==> src/rtl/huffman_decoder_if.sv <==
// Bit-stream / symbol handshake bundle for huffman_decoder.
// The master drives stream bits and the slave (decoder) returns ready and decoded symbols.
interface huffman_decoder_if;
  logic       bit_valid;
  logic       bit_in;
  logic       bit_ready;
  logic       sym_valid;
  logic [2:0] sym;

  modport master (output bit_valid, output bit_in,
                  input  bit_ready, input sym_valid, input sym);
  modport slave  (input  bit_valid, input bit_in,
                  output bit_ready, output sym_valid, output sym);
endinterface

==> src/rtl/huffman_decoder.sv <==
// Bit-serial decoder for the six-entry grey-level Huffman table (symbols 1..6).
// Define HUFF_DEC_HIST_EN to add the saturating per-symbol counters CNT1..CNT6.
module huffman_decoder #(
  parameter int NUM_SYMS = 100,
  parameter int MAX_LEN  = 8
) (
  input  logic             clk,
  input  logic             reset,
  input  logic             code_valid,
  input  logic [7:0]       HC1,
  input  logic [7:0]       HC2,
  input  logic [7:0]       HC3,
  input  logic [7:0]       HC4,
  input  logic [7:0]       HC5,
  input  logic [7:0]       HC6,
  input  logic [7:0]       M1,
  input  logic [7:0]       M2,
  input  logic [7:0]       M3,
  input  logic [7:0]       M4,
  input  logic [7:0]       M5,
  input  logic [7:0]       M6,
  huffman_decoder_if.slave stream,
  output logic             done,
  output logic             err
`ifdef HUFF_DEC_HIST_EN
  ,
  output logic [7:0]       CNT1,
  output logic [7:0]       CNT2,
  output logic [7:0]       CNT3,
  output logic [7:0]       CNT4,
  output logic [7:0]       CNT5,
  output logic [7:0]       CNT6
`endif
);

  localparam logic [7:0] NUM_SYMS_L = 8'(NUM_SYMS);
  localparam logic [3:0] MAX_LEN_L  = 4'(MAX_LEN);

  typedef enum logic [1:0] {
    STATE_IDLE   = 2'd0,
    STATE_DECODE = 2'd1,
    STATE_ERROR  = 2'd2,
    STATE_DONE   = 2'd3
  } state_e;

  function automatic logic [3:0] popcount8(input logic [7:0] v);
    logic [3:0] c;
    c = 4'd0;
    for (int i = 0; i < 8; i++) begin
      c = c + {3'b000, v[i]};
    end
    return c;
  endfunction

  state_e     state_q, state_d;
  logic [7:0] hc_q [6];
  logic [7:0] hc_d [6];
  logic [7:0] m_q  [6];
  logic [7:0] m_d  [6];
  logic [3:0] ln_q [6];
  logic [3:0] ln_d [6];
  logic [7:0] acc_q, acc_d;
  logic [3:0] len_q, len_d;
  logic [7:0] cnt_q, cnt_d;
  logic [2:0] sym_q, sym_d;
  logic       sym_valid_q, sym_valid_d;
  logic       bit_ready_q, bit_ready_d;
  logic       done_q, done_d;
  logic       err_q, err_d;

  logic [7:0] new_acc;
  logic [3:0] new_len;
  logic [5:0] match_v;
  logic [2:0] hit_idx;
  logic       accept;
  logic       hit;

  assign new_acc = {acc_q[6:0], stream.bit_in};
  assign new_len = len_q + 4'd1;
  assign accept  = stream.bit_valid && bit_ready_q;
  assign hit     = |match_v;

  // Table match against the post-shift accumulator; lowest-index entry wins.
  always_comb begin
    for (int k = 0; k < 6; k++) begin
      match_v[k] = (m_q[k] != 8'h00) && (ln_q[k] == new_len) &&
                   ((new_acc & m_q[k]) == hc_q[k]);
    end
    casez (match_v)
      6'b?????1: hit_idx = 3'd1;
      6'b????10: hit_idx = 3'd2;
      6'b???100: hit_idx = 3'd3;
      6'b??1000: hit_idx = 3'd4;
      6'b?10000: hit_idx = 3'd5;
      6'b100000: hit_idx = 3'd6;
      default:   hit_idx = 3'd0;
    endcase
  end

  // Next-state and registered-output computation.
  always_comb begin
    state_d     = state_q;
    hc_d        = hc_q;
    m_d         = m_q;
    ln_d        = ln_q;
    acc_d       = acc_q;
    len_d       = len_q;
    cnt_d       = cnt_q;
    sym_d       = sym_q;
    sym_valid_d = 1'b0;
    case (state_q)
      STATE_IDLE: begin
        if (code_valid) begin
          hc_d[0] = HC1; hc_d[1] = HC2; hc_d[2] = HC3;
          hc_d[3] = HC4; hc_d[4] = HC5; hc_d[5] = HC6;
          m_d[0]  = M1;  m_d[1]  = M2;  m_d[2]  = M3;
          m_d[3]  = M4;  m_d[4]  = M5;  m_d[5]  = M6;
          for (int k = 0; k < 6; k++) begin
            ln_d[k] = popcount8(m_d[k]);
          end
          state_d = STATE_DECODE;
        end else begin
          state_d = STATE_IDLE;
        end
      end
      STATE_DECODE: begin
        if (accept) begin
          acc_d = new_acc;
          len_d = new_len;
          if (hit) begin
            sym_d       = hit_idx;
            sym_valid_d = 1'b1;
            acc_d       = 8'h00;
            len_d       = 4'd0;
            cnt_d       = cnt_q + 8'd1;
            state_d     = (cnt_d == NUM_SYMS_L) ? STATE_DONE : STATE_DECODE;
          end else if (new_len == MAX_LEN_L) begin
            state_d = STATE_ERROR;
          end else begin
            state_d = STATE_DECODE;
          end
        end else begin
          state_d = STATE_DECODE;
        end
      end
      STATE_ERROR: state_d = STATE_ERROR;
      STATE_DONE:  state_d = STATE_DONE;
      default:     state_d = STATE_IDLE;
    endcase
    bit_ready_d = (state_d == STATE_DECODE);
    done_d      = (state_d == STATE_DONE);
    err_d       = (state_d == STATE_ERROR);
  end

  // State, table and output registers.
  always_ff @(posedge clk) begin
    if (!reset) begin
      state_q     <= STATE_IDLE;
      hc_q        <= '{default: 8'h00};
      m_q         <= '{default: 8'h00};
      ln_q        <= '{default: 4'd0};
      acc_q       <= 8'h00;
      len_q       <= 4'd0;
      cnt_q       <= 8'h00;
      sym_q       <= 3'd0;
      sym_valid_q <= 1'b0;
      bit_ready_q <= 1'b0;
      done_q      <= 1'b0;
      err_q       <= 1'b0;
    end else begin
      state_q     <= state_d;
      hc_q        <= hc_d;
      m_q         <= m_d;
      ln_q        <= ln_d;
      acc_q       <= acc_d;
      len_q       <= len_d;
      cnt_q       <= cnt_d;
      sym_q       <= sym_d;
      sym_valid_q <= sym_valid_d;
      bit_ready_q <= bit_ready_d;
      done_q      <= done_d;
      err_q       <= err_d;
    end
  end

  assign stream.bit_ready = bit_ready_q;
  assign stream.sym_valid = sym_valid_q;
  assign stream.sym       = sym_q;
  assign done             = done_q;
  assign err              = err_q;

`ifdef HUFF_DEC_HIST_EN
  logic [7:0] hist_q [6];
  logic [7:0] hist_d [6];

  // Saturating per-symbol counters, bumped alongside the matching sym_valid pulse.
  always_comb begin
    for (int k = 0; k < 6; k++) begin
      hist_d[k] = hist_q[k] + {7'd0, (state_q == STATE_DECODE) && accept && hit &&
                                     (hit_idx == 3'(k + 1)) && (hist_q[k] != 8'hFF)};
    end
  end

  // Histogram registers, cleared only by reset.
  always_ff @(posedge clk) begin
    if (!reset) begin
      hist_q <= '{default: 8'h00};
    end else begin
      hist_q <= hist_d;
    end
  end

  assign CNT1 = hist_q[0];
  assign CNT2 = hist_q[1];
  assign CNT3 = hist_q[2];
  assign CNT4 = hist_q[3];
  assign CNT5 = hist_q[4];
  assign CNT6 = hist_q[5];
`endif

endmodule

==> src/flat_wrapper.sv <==
// flat-port wrapper written by rule: the top's interface ports become plain ports
module huffman_decoder_flat 
#(
  parameter int NUM_SYMS = 100,
  parameter int MAX_LEN  = 8
)
  (clk, reset, code_valid, HC1, HC2, HC3, HC4, HC5, HC6, M1, M2, M3, M4, M5, M6, done, err, stream_bit_valid, stream_bit_in, stream_bit_ready, stream_sym_valid, stream_sym);
  huffman_decoder_if stream_i ();
  input  logic clk;
  input  logic reset;
  input  logic code_valid;
  input  logic [7:0] HC1;
  input  logic [7:0] HC2;
  input  logic [7:0] HC3;
  input  logic [7:0] HC4;
  input  logic [7:0] HC5;
  input  logic [7:0] HC6;
  input  logic [7:0] M1;
  input  logic [7:0] M2;
  input  logic [7:0] M3;
  input  logic [7:0] M4;
  input  logic [7:0] M5;
  input  logic [7:0] M6;
  output logic done;
  output logic err;
  input wire logic [$bits(stream_i.bit_valid)-1:0] stream_bit_valid;
  input wire logic [$bits(stream_i.bit_in)-1:0] stream_bit_in;
  output wire logic [$bits(stream_i.bit_ready)-1:0] stream_bit_ready;
  output wire logic [$bits(stream_i.sym_valid)-1:0] stream_sym_valid;
  output wire logic [$bits(stream_i.sym)-1:0] stream_sym;
  assign stream_i.bit_valid = stream_bit_valid;
  assign stream_i.bit_in = stream_bit_in;
  assign stream_bit_ready = stream_i.bit_ready;
  assign stream_sym_valid = stream_i.sym_valid;
  assign stream_sym = stream_i.sym;
  huffman_decoder #(.NUM_SYMS(NUM_SYMS), .MAX_LEN(MAX_LEN)) u_core (.clk(clk), .reset(reset), .code_valid(code_valid), .HC1(HC1), .HC2(HC2), .HC3(HC3), .HC4(HC4), .HC5(HC5), .HC6(HC6), .M1(M1), .M2(M2), .M3(M3), .M4(M4), .M5(M5), .M6(M6), .stream(stream_i), .done(done), .err(err));
endmodule
==> config.mk <==
export PLATFORM = sky130hd
export DESIGN_NAME = huffman_decoder_flat
export DESIGN_NICKNAME = d
export VERILOG_FILES = /design/src/rtl/huffman_decoder_if.sv /design/src/rtl/huffman_decoder.sv /design/src/flat_wrapper.sv
export SDC_FILE = /design/constraint.sdc
export NUM_CORES = 1
export LEC_CHECK = 0
export CAP_MARGIN = 30
export CORE_MARGIN = 3
export CORE_UTILIZATION = 50
export CTS_CLUSTER_SIZE = 16
export DETAILED_ROUTE_END_ITERATION = 10
export HOLD_SLACK_MARGIN = 0.15
export PLACE_DENSITY_LB_ADDON = 0.08
export SLEW_MARGIN = 10
export SYNTH_ARGS = -nofsm -noshare
export SYNTH_HDL_FRONTEND = slang
export SYNTH_SLANG_ARGS = --single-unit
==> constraint.sdc <==
create_clock -name clk -period 3.27 [get_ports clk]
set_input_delay 0.654 -clock clk [delete_from_list [all_inputs] [get_ports clk]]
set_output_delay 0.654 -clock clk [all_outputs]
set_load 0.05 [all_outputs]
==> results of run 1 <==
## logic make-up after synthesis
kind of cell               Yosys count  share of synthesized area
and+or+nand+nor                    410                      0.238
adders and majority gates           46                     0.0968
DFF                                148                      0.380
AOI/OAI and AO/OA                  190                      0.137
muxes                                4                    0.00513
buffers and inverters              124                     0.0637
xor gates and xnor gates            68                     0.0797
## power by group
group	switching, mW	leakage, nW	internal [mW]
sequential	0.0836	1.21	1.91
combinational	0.471	2.48	0.429
clock	0.743	0.303	1.25
total	1.30	4.00	3.59
## cells in the mapped netlist (2+ instances only)
cell,instances
buf_6,2
nor2_1,34
and3_1,16
a21oi_1,144
nand4b_1,4
buf_2,4
a211oi_1,12
and3b_1,4
mux2i_1,4
nor4_1,15
nand4_1,8
nand3_1,22
a21boi_0,4
nand2_1,275
or4_1,7
buf_4,3
a31oi_1,3
fa_1,24
inv_1,64
clkbuf_1,49
nor3_1,4
a22oi_1,6
nand3b_1,2
and4_1,2
and2_1,3
xor2_1,38
nor3_2,2
nor3b_1,2
xnor2_1,28
ha_1,22
o31ai_1,2
o22ai_1,5
dfxtp_1,148
o22a_1,5
nand2b_1,2
## how the worst max path moves through the flow
stage,depth (start not counted),from,slack (ns),endpoint
6_report,10,M6[0],0.11,u_core.ln_q[1]
5_1_grt,10,M3[1],0.009,u_core.ln_q[13]
4_1_cts,10,M2[0],0.12,u_core.ln_q[17]
3_5_place_dp,10,M2[0],-0.34,u_core.ln_q[17]
3_3_place_gp,10,M2[0],-0.27,u_core.ln_q[17]
2_1_floorplan,9,M5[0],0.26,u_core.ln_q[5]
## area by class of cell
| type | count | area (um^2) |
|---|---|---|
| clock buffers | 22 | 474 |
| clock inverters | 10 | 129 |
| fillers | 1348 | 5450 |
| inverters | 65 | 246 |
| multi-input cells | 718 | 4350 |
| flip-flops and latches | 148 | 2960 |
| well taps | 211 | 264 |
| repair buffers | 139 | 1370 |
## per-stage QoR
stage / setup WS [ns] / total power [mW] / hold slack, ns / setup TNS, ns
after floorplan: 0.257 / 2.61 / 0.441 / 0
after global placement: -0.274 / 2.91 / 0.452 / -2.60
after detailed placement: -0.338 / 2.93 / 0.456 / -3.40
after CTS: 0.122 / 4.93 / 0.467 / 0
after global routing: 0.00915 / 5.13 / 0.483 / 0
final: 0.113 / 4.89 / 0.464 / 0
## flip-flops by register name, indices dropped and copies added, names as in the netlist
| signal | flops |
|---|---|
| u_core.acc_q | 7 |
| u_core.cnt_q | 8 |
| u_core.done | 1 |
| u_core.err | 1 |
| u_core.hc_q | 48 |
| u_core.len_q | 4 |
| u_core.ln_q | 24 |
| u_core.m_q | 48 |
| u_core.state_q | 2 |
| u_core.stream.bit_ready | 1 |
| u_core.stream.sym | 3 |
| u_core.stream.sym_valid | 1 |
## routing by layer
layer / vias to the layer above / track usage
met4: 0 / 0.0762
met1: 3177 / 0.312
li1: 3469 / -
met2: 183 / 0.382
met3: 37 / 0.0569
met5: - / 0
## worst register-to-register path, delay by kind of cell, from the launching register on
family,cells,cell delay [ns]
DFF,1,0.46
muxes,1,0.33
xor gates and xnor gates,2,0.63
buffers and inverters,2,0.38
adders and majority gates,1,0.27
and+or+nand+nor,4,0.81
==> run metrics, run 1 <==
final cell count without fillers 1313; fmax 317 MHz; FF-to-FF setup slack 0.33 ns; CTS max path bufs 2; HP Class flop to flop; Detail Route met3 WL 1130 um; worst-path cell chain clkdlybuf4s50_1, ha_1, inv_1, fa_1, fa_1, inv_1, fa_1, inv_1, fa_1, a211oi_1; sequential element share of the synthesized area 0.380; Clk Latency, worst-skew pair 0.42 ns; Final Hold Viols 0; Post-synth EDFFs 0; Vias/cell 5.23; relative slew slack 0.544; Min-Delay Path Depth 2; WL/cell 15.2 um; H-Tree Depth 4; num rows 45; reg2reg start u_core.len_q[0]; Via Count 6866; endpoint type of the worst setup path flop; Post-CTS Setup Repair Bufs 0; dpl hpwl 13700 um; area leader, netlist dfxtp_1; n_diodes 0; Lkg Pwr 4.00 nW; Top Ports 108; layout cells sized above 1 0.0690; most frequent cells in the layout nand2_1, dfxtp_1, a21oi_1; Synth area leaders dfxtp_1, nand2_1, a21oi_1; synthesis warning total 0; Seq cells post-synth 148; HP Start u_core.hc_q[15]; pwr dens 499 nW/um^2; WS Path Type input pin to flop; Root Buffer clkbuf_16; MaxCap Viol Count 0; Async SR Flop Fraction 0; RR Endpoint u_core.err; Tightest Pin Transition 0.683 ns; cell area after synthesis 7800 um^2; Netlist cell types 56; Max Slew Vio Count 0; DRC 0; Cell Count Post-Placement 1281; antenna-violating nets left 0; cell type of the slowest stage on the worst timing path fa_1; CTS Sinks 148; area of the die 17100 um^2; Hold Buf Count CTS 0; critical path required time 3.61 ns; worst hold path endpoint u_core.hc_q[15]; post-synth top area share 0.380; clk_skew 0.00758 ns; final setup violation count 0; worst path bufs/invs 4; number of port buffers 107; Net count, final 1236; syn_nets 1137; CTS tree built; TritonCTS Buffers 17; post-CTS resize count 0; iteration-0 DRC count of the detailed router 347; CP most frequent cell fa_1; area grow syn2layout 25.6%; Period minus WS final 3.16 ns; initial antenna violation count 0; metal2 WL 9270 um; largest net degree at the start of global routing 75; main flop type after synthesis dfxtp_1; Finished Core Util 0.643; crit-path max FO 2; CP max stage delay 0.49 ns; Arrival @ worst endpoint 3.50 ns; starting density of the core 0.511; Placed Instance Area 9200 um^2; commonest non-fill, non-tap cell in the layout nand2_1; Die Span X 131 um; total global routing overflow 0; Overall Global Routing Usage 0.236; mean post-synth cell area 7.88 um^2; Top Layer Used met4; fin crit share 0.965; die height 131 um; Top Family by Delay on Critical Path adder cells; nature of the critical path startpoint input pin; clock slew at reported path FFs 0.06 ns; outcome completed; RD Place Congestion 0.814; core region area 15300 um^2; first-pass GRT wire length 31500 um; first drt pass iteration count 5; RSZ-0062 raised after global routing false; VDD IR max 393 uV; Worst R2R Path Depth 10; final non-filler cell area 9800 um^2; vias in the first global route 6295; Syn Inst Count 990; final wirelength 20000 um; Metal-1 WL 9110 um
Note: power is estimated with default switching activity, not from simulation.
==> run 2, diff against run 1 <==
--- a/config.mk
+++ b/config.mk
@@ -5,6 +5,7 @@
 export SDC_FILE = /design/constraint.sdc
 export NUM_CORES = 1
 export LEC_CHECK = 0
+export ABC_AREA = 1
 export CAP_MARGIN = 30
 export CORE_MARGIN = 3
 export CORE_UTILIZATION = 50
@@ -12,7 +13,6 @@
 export DETAILED_ROUTE_END_ITERATION = 10
 export HOLD_SLACK_MARGIN = 0.15
 export PLACE_DENSITY_LB_ADDON = 0.08
-export SLEW_MARGIN = 10
 export SYNTH_ARGS = -nofsm -noshare
 export SYNTH_HDL_FRONTEND = slang
 export SYNTH_SLANG_ARGS = --single-unit
==> run metrics, run 2 <==
number of port buffers 107 (unchanged); area leader, netlist dfxtp_1 (unchanged); final setup violation count 0 (unchanged); vias in the first global route 6766 (was 6295); outcome completed (unchanged); switching share of total power 0.276 (was 0.265); internal cell power 3.58 mW (was 3.59 mW); core region area 15500 um^2 (was 15300 um^2); top-count cell post-synth nand2_1 (unchanged); Largest regs u_core.hc_q x48, u_core.m_q x48, u_core.ln_q x24 (unchanged); DRC 0 (unchanged); sequential element share of the synthesized area 0.369 (was 0.380); Syn Inst Count 1127 (was 990); Clk Latency, worst-skew pair 0.42 ns (about the same); CTS tree built (unchanged); post-synth top area share 0.369 (was 0.380); crit-path max FO 2 (unchanged); Async SR Flop Fraction 0 (unchanged); Root Buffer clkbuf_16 (unchanged); total global routing overflow 0 (unchanged); dpl hpwl 13800 um (was 13700 um); Synth area leaders dfxtp_1, nand2_1, o21ai_0 (was dfxtp_1, nand2_1, a21oi_1); Net count, final 1366 (was 1236); Clock Power Share 0.397 (was 0.408); die height 133 um (was 131 um); Post-synth EDFFs 0 (unchanged); layout cells sized above 1 0.0641 (was 0.0690); RSZ-0062 raised after global routing false (unchanged); HP Class flop to flop (unchanged); Period minus WS final 3.11 ns (was 3.16 ns); TritonCTS Buffers 17 (unchanged); fin crit share 0.950 (was 0.965); pre-CTS setup slack -0.258 ns (was -0.338 ns); antenna-violating nets left 0 (unchanged); total power 4.94 mW (was 4.89 mW); HP Start u_core.stream.sym[0] (was u_core.hc_q[15]); commonest non-fill, non-tap cell in the layout nand2_1 (unchanged); Placed Instance Area 9310 um^2 (was 9200 um^2); Overall Global Routing Usage 0.228 (was 0.236); Hold Buf Count CTS 0 (unchanged); critical path required time 3.56 ns (was 3.61 ns); Max Slew Vio Count 0 (unchanged); synthesis warning total 0 (unchanged); clock slew at reported path FFs 0.06 ns (about the same); starting density of the core 0.519 (was 0.511); VDD IR max 361 uV (was 393 uV); Top Ports 108 (unchanged); num rows 45 (unchanged); sequential power share 0.416 (was 0.408); worst setup margin 0.162 ns (was 0.113 ns); Finished Core Util 0.639 (was 0.643); CTS Sinks 148 (unchanged); Post-synth top cells nand2_1, nor2_1, dfxtp_1, inv_1, o21ai_0 (was nand2_1, dfxtp_1, a21oi_1, inv_1, clkbuf_1); post-CTS resize count 0 (unchanged); area grow syn2layout 23.1% (was 25.6%); Logic pwr share 0.186 (was 0.184); first-pass GRT wire length 32700 um (was 31500 um); Worst R2R Path Depth 16 (was 10); endpoint type of the worst setup path flop (unchanged); FF-to-FF setup slack 0.69 ns (was 0.33 ns); final non-filler cell area 9890 um^2 (was 9800 um^2); final cell count without fillers 1443 (was 1313); fmax 322 MHz (was 317 MHz); Lkg Pwr 4.33 nW (was 4.00 nW); MaxCap Viol Count 0 (unchanged); hold_ws 0.450 ns (was 0.464 ns); main flop type after synthesis dfxtp_1 (unchanged); clk_skew 0.00563 ns (was 0.00758 ns); cell area after synthesis 8040 um^2 (was 7800 um^2); n_diodes 0 (unchanged); most frequent cells in the layout nand2_1, nor2_1, dfxtp_1 (was nand2_1, dfxtp_1, a21oi_1); Final Hold Viols 0 (unchanged); relative slew slack 0.521 (was 0.544); switching power 1.36 mW (was 1.30 mW); RD Place Congestion 0.838 (was 0.814); final wirelength 19900 um (was 20000 um); iteration-0 DRC count of the detailed router 487 (was 347); setup TNS 0 ns (unchanged); mean post-synth cell area 7.13 um^2 (was 7.88 um^2); Seq cells post-synth 148 (unchanged); syn_nets 1274 (was 1137); CTS max path bufs 2 (unchanged); Tightest Pin Transition 0.717 ns (was 0.683 ns); worst setup path end u_core.ln_q[22] (was u_core.ln_q[1]); nature of the critical path startpoint input pin (unchanged); Via Count 7272 (was 6866); largest net degree at the start of global routing 124 (was 75); area of the die 17600 um^2 (was 17100 um^2); Post-CTS Setup Repair Bufs 0 (unchanged); WL/cell 13.8 um (was 15.2 um); pwr dens 499 nW/um^2 (about the same); reg2reg start u_core.len_q[1] (was u_core.len_q[0]); Die Span X 133 um (was 131 um); Cell Count Post-Placement 1411 (was 1281); Arrival @ worst endpoint 3.40 ns (was 3.50 ns); crit path from M1[0] (was M6[0]); WS Path Type input pin to flop (unchanged); RR Endpoint u_core.cnt_q[3] (was u_core.err); Netlist cell types 39 (was 56); Vias/cell 5.04 (was 5.23); H-Tree Depth 4 (unchanged); first drt pass iteration count 6 (was 5); initial antenna violation count 0 (unchanged)
==> run 2: worst min-delay path by stage <==
stage / to / slack (ns) / cells past startpoint
after floorplan: u_core.hc_q[0] / 0.44 / 2
after global placement: u_core.stream.sym[0] / 0.43 / 2
final: u_core.stream.sym[0] / 0.45 / 2
after global routing: u_core.stream.sym[0] / 0.47 / 2
after detailed placement: u_core.stream.sym[0] / 0.45 / 2
after CTS: u_core.stream.sym[0] / 0.45 / 2
==> run 2: logic make-up (layout without fill, tap and decap cells) <==
logic type | Yosys count | after routing | synth area share
and+or+nand+nor | 498 | 498 | 0.270
AOI/OAI and AO/OA | 224 | 224 | 0.143
buffers and inverters | 185 | 290 | 0.0931
DFF | 148 | 148 | 0.369
adders and majority gates | 46 | 46 | 0.0941
xor gates and xnor gates | 26 | 26 | 0.0311
==> run 2: critical path, stage by stage <==
cell and delay, ns:
clkdlybuf4s50_1 0.43, ha_1 0.30, inv_1 0.05, fa_1 0.51
fa_1 0.41, inv_1 0.08, fa_1 0.19, inv_1 0.06
fa_1 0.38, xnor2_1 0.13, o21ai_0 0.15, a21oi_1 0.06
==> run 2: final cells by class <==
type / count / area [um^2]
clock buffers: 21 / 450
clock inverters: 11 / 134
fillers: 1431 / 5590
inverters: 134 / 508
multi-input cells: 794 / 4340
flip-flops and latches: 148 / 2960
well taps: 211 / 264
repair buffers: 124 / 1230
==> run 2: layer usage <==
metal  vias up  GRT usage  share of wire
li1       3750          -              -
met1      3341      0.299           0.46
met2       152      0.382           0.48
met3        29     0.0464          0.043
met4         0     0.0652          0.018
met5         -          0              0
==> run 2: power by group through the flow <==
stage / logic, mW / registers, mW / clock network [mW]
final: 0.919 / 2.06 / 1.96
after global routing: 1.06 / 2.08 / 2.06
after CTS: 0.929 / 2.05 / 1.98
after detailed placement: 0.919 / 2.09 / 0
after global placement: 0.899 / 2.09 / 0
after floorplan: 0.624 / 2.07 / 0
==> run 3, diff against run 2 <==
--- a/config.mk
+++ b/config.mk
@@ -11,6 +11,7 @@
 export CORE_UTILIZATION = 50
 export CTS_CLUSTER_SIZE = 16
 export DETAILED_ROUTE_END_ITERATION = 10
+export GPL_TIMING_DRIVEN = 1
 export HOLD_SLACK_MARGIN = 0.15
 export PLACE_DENSITY_LB_ADDON = 0.08
 export SYNTH_ARGS = -nofsm -noshare
==> results of run 3 <==
Same layout as run 2: the final DEF is identical, and so are final timing and power.
